## config.mk

```make
export PLATFORM = sky130hd
export DESIGN_NAME = mcycle_ctrl
export DESIGN_NICKNAME = d
export VERILOG_FILES = /design/src/rtl/mcycle_pkg.sv /design/src/rtl/alu_dec.sv /design/src/rtl/mcycle_ctrl.sv
export SDC_FILE = /design/constraint.sdc
export NUM_CORES = 1
export LEC_CHECK = 0
export CAP_MARGIN = 10
export CELL_PAD_IN_SITES_DETAIL_PLACEMENT = 0
export CELL_PAD_IN_SITES_GLOBAL_PLACEMENT = 1
export CORE_UTILIZATION = 29
export CTS_CLUSTER_SIZE = 16
export DETAILED_ROUTE_END_ITERATION = 8
export PLACE_DENSITY_LB_ADDON = 0.1
export SYNTH_ARGS = -nofsm -noshare
export SYNTH_HDL_FRONTEND = slang
export SYNTH_SLANG_ARGS = --single-unit
export TNS_END_PERCENT = 30
```

## constraint.sdc

```tcl
create_clock -name clk -period 4.5 [get_ports clk]
set_clock_uncertainty 0.2 [all_clocks]
set_input_delay 1.125 -clock clk [delete_from_list [all_inputs] [get_ports clk]]
set_output_delay 1.125 -clock clk [all_outputs]
set_load 0.005 [all_outputs]
```

## src/rtl/mcycle_pkg.sv

```systemverilog
`default_nettype none
// ============================================================================
// Module      : mcycle_pkg
// Description : Shared types and encodings for the multi-cycle MIPS control.
// Revision    : 1.0 - initial release
// ============================================================================
package mcycle_pkg;

    typedef enum logic [3:0] {
        S_IF   = 4'd0,
        S_ID   = 4'd1,
        S_MADR = 4'd2,
        S_MRD  = 4'd3,
        S_MWB  = 4'd4,
        S_MWR  = 4'd5,
        S_EXE  = 4'd6,
        S_RWB  = 4'd7,
        S_BEQ  = 4'd8,
        S_JMP  = 4'd9,
        S_IEXE = 4'd10,
        S_IWB  = 4'd11
    } state_t;

    typedef enum logic [1:0] {
        ALUOP_ADD   = 2'd0,
        ALUOP_SUB   = 2'd1,
        ALUOP_FUNCT = 2'd2,
        ALUOP_OR    = 2'd3
    } aluop_t;

    localparam logic [5:0] c_OP_RTYPE = 6'b000000;
    localparam logic [5:0] c_OP_LW    = 6'b100011;
    localparam logic [5:0] c_OP_SW    = 6'b101011;
    localparam logic [5:0] c_OP_BEQ   = 6'b000100;
    localparam logic [5:0] c_OP_J     = 6'b000010;
    localparam logic [5:0] c_OP_ADDI  = 6'b001000;
    localparam logic [5:0] c_OP_ORI   = 6'b001101;

    localparam logic [5:0] c_FN_ADD = 6'b100000;
    localparam logic [5:0] c_FN_SUB = 6'b100010;
    localparam logic [5:0] c_FN_AND = 6'b100100;
    localparam logic [5:0] c_FN_OR  = 6'b100101;
    localparam logic [5:0] c_FN_SLT = 6'b101010;

    localparam logic [2:0] c_ALU_ADD = 3'b010;
    localparam logic [2:0] c_ALU_SUB = 3'b110;
    localparam logic [2:0] c_ALU_AND = 3'b000;
    localparam logic [2:0] c_ALU_OR  = 3'b001;
    localparam logic [2:0] c_ALU_SLT = 3'b111;

    localparam logic [1:0] c_SRCB_B      = 2'b00;
    localparam logic [1:0] c_SRCB_FOUR   = 2'b01;
    localparam logic [1:0] c_SRCB_IMM    = 2'b10;
    localparam logic [1:0] c_SRCB_BRANCH = 2'b11;

    localparam logic [1:0] c_PCSRC_ALU    = 2'b00;
    localparam logic [1:0] c_PCSRC_ALUOUT = 2'b01;
    localparam logic [1:0] c_PCSRC_JUMP   = 2'b10;

    typedef struct packed {
        logic       mem_req;
        logic       mem_wr;
        logic       iord;
        logic       ir_wr;
        logic       pc_wr;
        logic [1:0] pc_src;
        logic       alu_src_a;
        logic [1:0] alu_src_b;
        logic       ext_zero;
        logic [2:0] alu_ctrl;
        logic       reg_wr;
        logic       reg_dst;
        logic       mem_to_reg;
        logic       illegal;
    } ctrl_t;

    function automatic logic op_supported(input logic [5:0] op);
        return (op == c_OP_RTYPE) || (op == c_OP_LW) || (op == c_OP_SW) ||
               (op == c_OP_BEQ) || (op == c_OP_J) || (op == c_OP_ADDI) ||
               (op == c_OP_ORI);
    endfunction

endpackage
`default_nettype wire

```

## src/rtl/alu_dec.sv

```systemverilog
`default_nettype none
// ============================================================================
// Module      : alu_dec
// Description : Maps ALU operation class and funct field to the ALU control.
// Revision    : 1.0 - initial release
// ============================================================================
module alu_dec
    import mcycle_pkg::*;
(
    input  logic [1:0] aluop_i,
    input  logic [5:0] funct_i,
    output logic [2:0] alu_ctrl_o,
    output logic       funct_bad_o
);

    logic [2:0] w_fn_ctrl;

    // funct is decoded regardless of class so the decode state can flag it early
    always_comb begin
        w_fn_ctrl   = c_ALU_ADD;
        funct_bad_o = 1'b0;
        case (funct_i)
            c_FN_ADD: w_fn_ctrl = c_ALU_ADD;
            c_FN_SUB: w_fn_ctrl = c_ALU_SUB;
            c_FN_AND: w_fn_ctrl = c_ALU_AND;
            c_FN_OR:  w_fn_ctrl = c_ALU_OR;
            c_FN_SLT: w_fn_ctrl = c_ALU_SLT;
            default:  funct_bad_o = 1'b1;
        endcase
    end

    always_comb begin
        alu_ctrl_o = c_ALU_ADD;
        case (aluop_i)
            ALUOP_SUB:   alu_ctrl_o = c_ALU_SUB;
            ALUOP_FUNCT: alu_ctrl_o = w_fn_ctrl;
            ALUOP_OR:    alu_ctrl_o = c_ALU_OR;
            default:     alu_ctrl_o = c_ALU_ADD;
        endcase
    end

endmodule
`default_nettype wire

```

## src/rtl/mcycle_ctrl.sv

```systemverilog
`default_nettype none
// ============================================================================
// Module      : mcycle_ctrl
// Description : Multi-cycle MIPS control FSM (fetch/decode/execute/mem/WB).
// Revision    : 1.0 - initial release
// ============================================================================
module mcycle_ctrl
    import mcycle_pkg::*;
#(
    parameter logic [3:0] RESET_STATE = 4'd0
) (
    input  logic       clk,
    input  logic       rst,
    input  logic [5:0] op,
    input  logic [5:0] funct,
    input  logic       zero,
    input  logic       mem_ack,
    output logic       mem_req,
    output logic       mem_wr,
    output logic       iord,
    output logic       ir_wr,
    output logic       pc_wr,
    output logic [1:0] pc_src,
    output logic       alu_src_a,
    output logic [1:0] alu_src_b,
    output logic       ext_zero,
    output logic [2:0] alu_ctrl,
    output logic       reg_wr,
    output logic       reg_dst,
    output logic       mem_to_reg,
    output logic       illegal
);

    state_t     state_q, state_d;
    aluop_t     w_aluop;
    logic [2:0] w_alu_ctrl;
    logic       w_funct_bad;
    logic       w_legal;
    ctrl_t      w_ctrl;

    alu_dec u_alu_dec (
        .aluop_i     (w_aluop),
        .funct_i     (funct),
        .alu_ctrl_o  (w_alu_ctrl),
        .funct_bad_o (w_funct_bad)
    );

    assign w_legal = op_supported(op) && !((op == c_OP_RTYPE) && w_funct_bad);

    always_ff @(posedge clk) begin
        if (rst) state_q <= state_t'(RESET_STATE);
        else     state_q <= state_d;
    end

    always_comb begin
        state_d = S_IF;
        case (state_q)
            S_IF:   state_d = mem_ack ? S_ID : S_IF;
            S_ID: begin
                if (!w_legal)                                state_d = S_IF;
                else if (op == c_OP_LW || op == c_OP_SW)     state_d = S_MADR;
                else if (op == c_OP_RTYPE)                   state_d = S_EXE;
                else if (op == c_OP_BEQ)                     state_d = S_BEQ;
                else if (op == c_OP_J)                       state_d = S_JMP;
                else                                         state_d = S_IEXE;
            end
            S_MADR: state_d = (op == c_OP_SW) ? S_MWR : S_MRD;
            S_MRD:  state_d = mem_ack ? S_MWB : S_MRD;
            S_MWR:  state_d = mem_ack ? S_IF : S_MWR;
            S_EXE:  state_d = S_RWB;
            S_IEXE: state_d = S_IWB;
            default: state_d = S_IF;
        endcase
    end

    always_comb begin
        w_aluop = ALUOP_ADD;
        case (state_q)
            S_EXE:   w_aluop = ALUOP_FUNCT;
            S_BEQ:   w_aluop = ALUOP_SUB;
            S_IEXE:  w_aluop = (op == c_OP_ORI) ? ALUOP_OR : ALUOP_ADD;
            default: w_aluop = ALUOP_ADD;
        endcase
    end

    always_comb begin
        w_ctrl = '0;
        case (state_q)
            S_IF: begin
                w_ctrl.mem_req   = 1'b1;
                w_ctrl.alu_src_b = c_SRCB_FOUR;
                w_ctrl.alu_ctrl  = w_alu_ctrl;
                w_ctrl.pc_src    = c_PCSRC_ALU;
                w_ctrl.ir_wr     = mem_ack;
                w_ctrl.pc_wr     = mem_ack;
            end
            S_ID: begin
                w_ctrl.alu_src_b = c_SRCB_BRANCH;
                w_ctrl.alu_ctrl  = w_alu_ctrl;
                w_ctrl.illegal   = !w_legal;
            end
            S_MADR: begin
                w_ctrl.alu_src_a = 1'b1;
                w_ctrl.alu_src_b = c_SRCB_IMM;
                w_ctrl.alu_ctrl  = w_alu_ctrl;
            end
            S_MRD: begin
                w_ctrl.mem_req = 1'b1;
                w_ctrl.iord    = 1'b1;
            end
            S_MWB: begin
                w_ctrl.reg_wr     = 1'b1;
                w_ctrl.mem_to_reg = 1'b1;
            end
            S_MWR: begin
                w_ctrl.mem_req = 1'b1;
                w_ctrl.mem_wr  = 1'b1;
                w_ctrl.iord    = 1'b1;
            end
            S_EXE: begin
                w_ctrl.alu_src_a = 1'b1;
                w_ctrl.alu_src_b = c_SRCB_B;
                w_ctrl.alu_ctrl  = w_alu_ctrl;
            end
            S_RWB: begin
                w_ctrl.reg_wr  = 1'b1;
                w_ctrl.reg_dst = 1'b1;
            end
            S_BEQ: begin
                w_ctrl.alu_src_a = 1'b1;
                w_ctrl.alu_src_b = c_SRCB_B;
                w_ctrl.alu_ctrl  = w_alu_ctrl;
                w_ctrl.pc_src    = c_PCSRC_ALUOUT;
                w_ctrl.pc_wr     = zero;
            end
            S_JMP: begin
                w_ctrl.pc_src = c_PCSRC_JUMP;
                w_ctrl.pc_wr  = 1'b1;
            end
            S_IEXE: begin
                w_ctrl.alu_src_a = 1'b1;
                w_ctrl.alu_src_b = c_SRCB_IMM;
                w_ctrl.alu_ctrl  = w_alu_ctrl;
                w_ctrl.ext_zero  = (op == c_OP_ORI);
            end
            S_IWB:   w_ctrl.reg_wr = 1'b1;
            default: w_ctrl = '0;
        endcase
        // Reset silences every enable immediately, not just from the next edge
        if (rst) w_ctrl = '0;
    end

    assign mem_req    = w_ctrl.mem_req;
    assign mem_wr     = w_ctrl.mem_wr;
    assign iord       = w_ctrl.iord;
    assign ir_wr      = w_ctrl.ir_wr;
    assign pc_wr      = w_ctrl.pc_wr;
    assign pc_src     = w_ctrl.pc_src;
    assign alu_src_a  = w_ctrl.alu_src_a;
    assign alu_src_b  = w_ctrl.alu_src_b;
    assign ext_zero   = w_ctrl.ext_zero;
    assign alu_ctrl   = w_ctrl.alu_ctrl;
    assign reg_wr     = w_ctrl.reg_wr;
    assign reg_dst    = w_ctrl.reg_dst;
    assign mem_to_reg = w_ctrl.mem_to_reg;
    assign illegal    = w_ctrl.illegal;

endmodule
`default_nettype wire

```

==> results.md <==
- Rows: 17
- Final Cycle Share: 96.7%
- Routed WL: 2250 um
- Worst setup EP type: output pin
- Synthesized area per cell: 6.40 um2
- Area growth, synth to finish: 52.3%
- Clock slew at reported path FFs: 0.04 ns
- Vias in the first global route: 895
- RSZ-0062 raised after global routing: no
- # DRC: 0
- RR Endpoint: state_q[1]
- Synth top area cells: dfxtp_1, nor2_1, nor3_1
- Sink Count: 4
- Die Y: roughly 53 um
- Top delay family on crit path: buffers and inverters
- Largest net degree at the start of global routing: 23
- Chip width: about 53 um
- HP Class: reg2reg
- Biggest regs: state_q x4
- Hold endpoint: state_q[1]
- Nets: 166
- Mapped Area: 742 um2
- Max FFs per register: 4
- Critical path type: in2out
- Core ar.: 0.00232 mm2
- I/O pins: 34
- Post-route ant nets: 0
- Worst r2r src: state_q[0]
- Setup violators final: 0
- Crit. Startpoint: op[3]
- Root Buffer Master: clkbuf_4
- FF+latch count, synth: 4
- Yosys warning total: 0
- Slowest stage delay, CP: 0.50 ns
- Register area share after synthesis: 10.8%
- Critical path data arrival time: 3.03 ns
- Cells after Synth: 116
- Max Clk Rate: about 230 MHz
- Min cycle time layout: about 4.4 ns
- Post-CTS Resized: 0
- PortBufs: 33
- Type of origin of the critical path: input port
- Top-area cell type share of the netlist area: 10.8%
- GRT Resource Usage Total: 18.7%
- Detail Placement HPWL: 1670 um
- Slew at the pin closest to its max-slew limit: 0.640 ns
- Sum of negative setup slack: 0 ns
- Endpoints failing hold: 0
- Setup Buffers After CTS: 0
- Most flop-heavy register: state_q
- Initial Utilization: approximately 32%
- Crit-path slowest cell: clkdlybuf4s50_1
- Critical path buffers and inverters: 3
- Slew Limit Fails: 0
- Via Count: 967
- N_diodes: 0
- Most frequent CP cell: clkdlybuf4s50_1
- First-pass GRT wire length: between 3000 and 4000 um
- Flop2flop setup slack: 2.42 ns
- CTS tree: yes
- Initial antenna violation count: 0
- Status: finished clean
- DRT Pass-1 Iters: 4
- Reg2Reg Depth: 4
- Layout cells sized above 1: 13.5%
- Count leader, synth: nor2_1
- Synth Net Count: 132
- Gpl congestion: 0.884
- Final instance area: roughly 0.0011 mm2
- Unique masters post-synth: 42
- DRT iter0 DRCs: 15
- Top FF cell, synth: dfxtp_1
- Critical-path maximum fanout: 5
- Rel. slew slack: 57.3%
- Placed Area: 0.00111 mm2
- Cell taking the most area after synthesis: dfxtp_1
- CP required: around 3.2 ns
- Clk_lat worst skew: ~0.24 ns
- Power Density: 129 mW/mm2
- Total CTS buffers: 3
- Global route total overflow: 0
- Maximum vdd drop: 0.134 mV
- Max-Cap Viols: 0
- Number of synthesized flops with an enable pin: 0
- DR WL/cell: 12.8 um
- Cell chain of the critical path: clkdlybuf4s50_1 > buf_4 > nor3_1 > nor3b_1 > a221oi_2 > nor2_1 > clkdlybuf4s50_1
- Die area: 0.00276 mm2
- Hold wc startpoint: state_q[1]
- Cts hold-fix bufs: 0
- WHS Path Cells: 2
- Pleak: 0.000397 uW
- Post-synth ARST share: 0%
- Via-to-Cell Ratio: 5.49
- CTS max path bufs: 2
- List of most frequent post-synthesis cells: nor2_1, clkbuf_1, nand2_1, nor3_1, o21ai_0
- H-tree lvl count: 1
[power breakdown]
| group | switching [uW] | total, uW | internal, uW |
|---|---|---|---|
| clock | 15.5 | 45.4 | 29.9 |
| sequential | 4.10 | 40.7 | 36.6 |
| combinational | 24.9 | 59.3 | 34.3 |
[worst min-delay path, stage by stage (launching register included)]
cell	delay [ns]
dfxtp_1	0.32
buf_4	0.22
a32o_1	0.19
[routing by layer]
layer  track usage [%]  wire length (um)
met3              2.03               109
met4              4.82                12
met2              30.6              1050
met5                 0                 0
met1              25.7              1080
[logic make-up (layout without fill, tap and decap cells)]
group / count (synthesis) / count (layout) / synth area share [%]
XOR/XNOR: 2 / 2 / 2.36
buffers and inverters: 15 / 47 / 8.60
adder cells (fa/ha/maj): 1 / 1 / 1.52
AO/OA/AOI/OAI: 29 / 29 / 27.7
flip-flops: 4 / 4 / 10.8
AND/OR/NAND/NOR: 65 / 65 / 49.1
[how the worst max path moves through the flow]
stage / to / slack, ns / cells after the start
CTS: illegal / 0.16 / 7
global placement: alu_ctrl[1] / 0.21 / 8
floorplan: illegal / 0.94 / 5
detailed placement: illegal / 0.17 / 7
finish: illegal / 0.15 / 7
global route: illegal / 0.004 / 7
[through the flow]
stage / utilization (%) / total power, uW / instances / worst slack (ns) / hold WS [ns]
2_1_floorplan: - / 67.5 / 116 / 0.943 / 0.479
3_3_place_gp: 47.8 / 99.7 / 173 / 0.208 / 0.549
3_5_place_dp: 47.8 / 100 / 173 / 0.171 / 0.558
4_1_cts: 48.7 / 148 / 176 / 0.164 / 0.569
5_1_grt: 48.7 / 157 / 176 / 0.00420 / 0.607
6_report: 48.7 / 145 / 176 / 0.149 / 0.570
[final cells by class]
| type | instances | area [um2] |
|---|---|---|
| fillers | 241 | 1190 |
| repair buffers | 39 | 375 |
| multi-input cells | 97 | 598 |
| flip-flops and latches | 4 | 80.1 |
| clock buffers | 3 | 22.5 |
| inverters | 5 | 18.8 |
| well taps | 28 | 35.0 |
[placed cells by master, fill, tap and decap left out, types with 2 or more instances in the layout]
cell and n:
a21oi_1 6, a31oi_1 2, a32o_1 2, and2b_2 2, and3_1 2, buf_4 6
clkbuf_4 3, clkdlybuf4s50_1 33, dfxtp_1 4, inv_1 5, nand2_1 8, nand2b_1 4
nand3_1 3, nor2_1 16, nor2b_1 2, nor3_1 8, nor3b_1 3, nor4_1 6
o21ai_0 7, o22ai_1 2, xor2_1 2
No activity file was read; power rests on OpenSTA's default activity.
==> edit, RTL diff (same settings) <==
Make the reset (`rst`) asynchronous in one clocked block.
--- a/src/rtl/mcycle_ctrl.sv
+++ b/src/rtl/mcycle_ctrl.sv
@@ -47,7 +47,7 @@
 
     assign w_legal = op_supported(op) && !((op == c_OP_RTYPE) && w_funct_bad);
 
-    always_ff @(posedge clk) begin
+    always_ff @(posedge clk or posedge rst) begin
         if (rst) state_q <= state_t'(RESET_STATE);
         else     state_q <= state_d;
     end
Behaviour: no difference found for any inputs over 10 cycles, from zero or initial values and one cycle with rst high; that may be too few to reach the edited logic, so the function may still have changed.
==> edit against the unedited design <==
Design area is 5.3% higher; wire length increased by 9.3%; sequential cell count unchanged; register-to-register slack improved by 0.18 ns; synthesized area rose by 0.67%; worst setup slack better by 0.016 ns; synthesized cell count is 0.86% lower; largest cell class unchanged.
Power is not compared: it rests on default switching activity, and its combinational part moved more than twofold at a synthesized area within 25%.
==> edit: results <==
{
  "m1WireLength_um": 1130,
  "clk_latency_ns": 0.23,
  "first_pass_iters": 4,
  "n_fill_cell": 266,
  "grt_pass1_vias": 913,
  "p_leak_nw": 0.463,
  "hpwl_um": 1860,
  "grt_max_degree": 21,
  "drt_iter0_drc": 16,
  "slew_viol_final": 0,
  "muxShareOfSynthArea_pct": 1.51,
  "place_congestion": 0.809,
  "synth_area_leaders": "dfrtp_1 (13%), nor3_1 (8.0%), nor2_1 (6.5%), nand2_1 (5.0%), a21oi_1 (4.7%)",
  "reg.largest.list": "state_q: 4 flops",
  "yosys.area_share.xor_xnor_pct": 2.35,
  "wl_um": 2460,
  "worstPathArrival_ns": 3.01,
  "ys.warnings.count": 0,
  "cts_root_buf": "clkbuf_4",
  "power.share.switching_pct": 45.7,
  "syn-num-nets": 131,
  "grtUsageMet3_pct": 0.870,
  "status": "complete, no violations",
  "maxSlewHeadroom_pct": 58.0,
  "ir_drop_mv": 0.160,
  "synth_fa_ha_area_share_pct": 1.51,
  "top_register": "state_q",
  "holdCritPathClass": "flop to flop",
  "grt_pass1_wl_um": 3920,
  "ys_seq_area_share_pct": 13.4,
  "use_met2_pct": 33.8,
  "grt_use_met1_pct": 23.3,
  "nNetsFinal": 169,
  "final_area_um2": 1190,
  "yosysUniqueCellTypes": 38,
  "wl_met2_um": 1190,
  "clkTransAtPathRegs_ns": 0.04,
  "track_usage_pct": 18.6,
  "post_dp_cell_area_um2": 1140,
  "port-buffer-count": 33,
  "synth_common_cells": "nor2_1 (13), nor3_1 (12), nand2_1 (10), clkbuf_1 (9)",
  "num_vias": 991,
  "cpPeakStageDelay_ns": 0.56,
  "drive_above_1_share_pct": 16.6,
  "yosys.area.top_type_share_pct": 13.4,
  "synth-async-reset-ratio_pct": 100,
  "wl_met3_um": 113,
  "postCtsSetupRepairBufs": 0,
  "h-tree-depth": 1,
  "synth_compound_area_share_pct": 27.1
}
## edit: changes by cell type in the layout (fill, tap and decap cells not counted), moves of 3 or more
cell     change
buf_4        +4
dfrtp_1      +4
dfxtp_1      -4
nor2_1       -3
nor3_1       +3
## edit: timing repair
action,CTS,global route
gates cloned,0,0
endpoints found under the setup margin,1,2
pin swaps,0,1
gates resized for setup,1,4
## edit: power groups by stage
stage | clock network [W] | registers [W] | logic [W]
6_report | 0.0000439 | 0.0000912 | 0.000216
5_1_grt | 0.0000495 | 0.0000963 | 0.000243
4_1_cts | 0.0000463 | 0.0000907 | 0.000217
3_5_place_dp | 0 | 0.0000913 | 0.000216
3_3_place_gp | 0 | 0.0000899 | 0.000214
2_1_floorplan | 0 | 0.0000479 | 0.000166
## edit: final cells by class
type / instances / area [um2] / area share, %
clock buffers: 3 / 22.5 / 1.89
well taps: 30 / 37.5 / 3.15
inverters: 7 / 26.3 / 2.21
multi-input cells: 94 / 593 / 49.8
repair buffers: 43 / 410 / 34.5
flip-flops and latches: 4 / 100 / 8.41
## edit: through the flow
step / cells / setup WS [ns]
2_1_floorplan: 115 / 0.849
3_3_place_gp: 178 / -0.0362
3_5_place_dp: 178 / -0.0661
4_1_cts: 181 / 0.00419
5_1_grt: 181 / 0.0523
6_report: 181 / 0.165
## edit: final timing paths
path,depth (start not counted),from,slack (ns),end
worst max-delay path,6,op[5],0.17,ext_zero
worst min-delay path,1,state_q[3]$_DFF_PP0_,0.58,state_q[2]$_DFF_PP0_
worst max register to register,5,state_q[1]$_DFF_PP0_,2.60,state_q[0]$_DFF_PP0_
worst min register to register,1,state_q[3]$_DFF_PP0_,0.58,state_q[2]$_DFF_PP0_
max in group asynchronous,2,rst,2.67,state_q[1]$_DFF_PP0_
min in group asynchronous,2,rst,1.25,state_q[2]$_DFF_PP0_
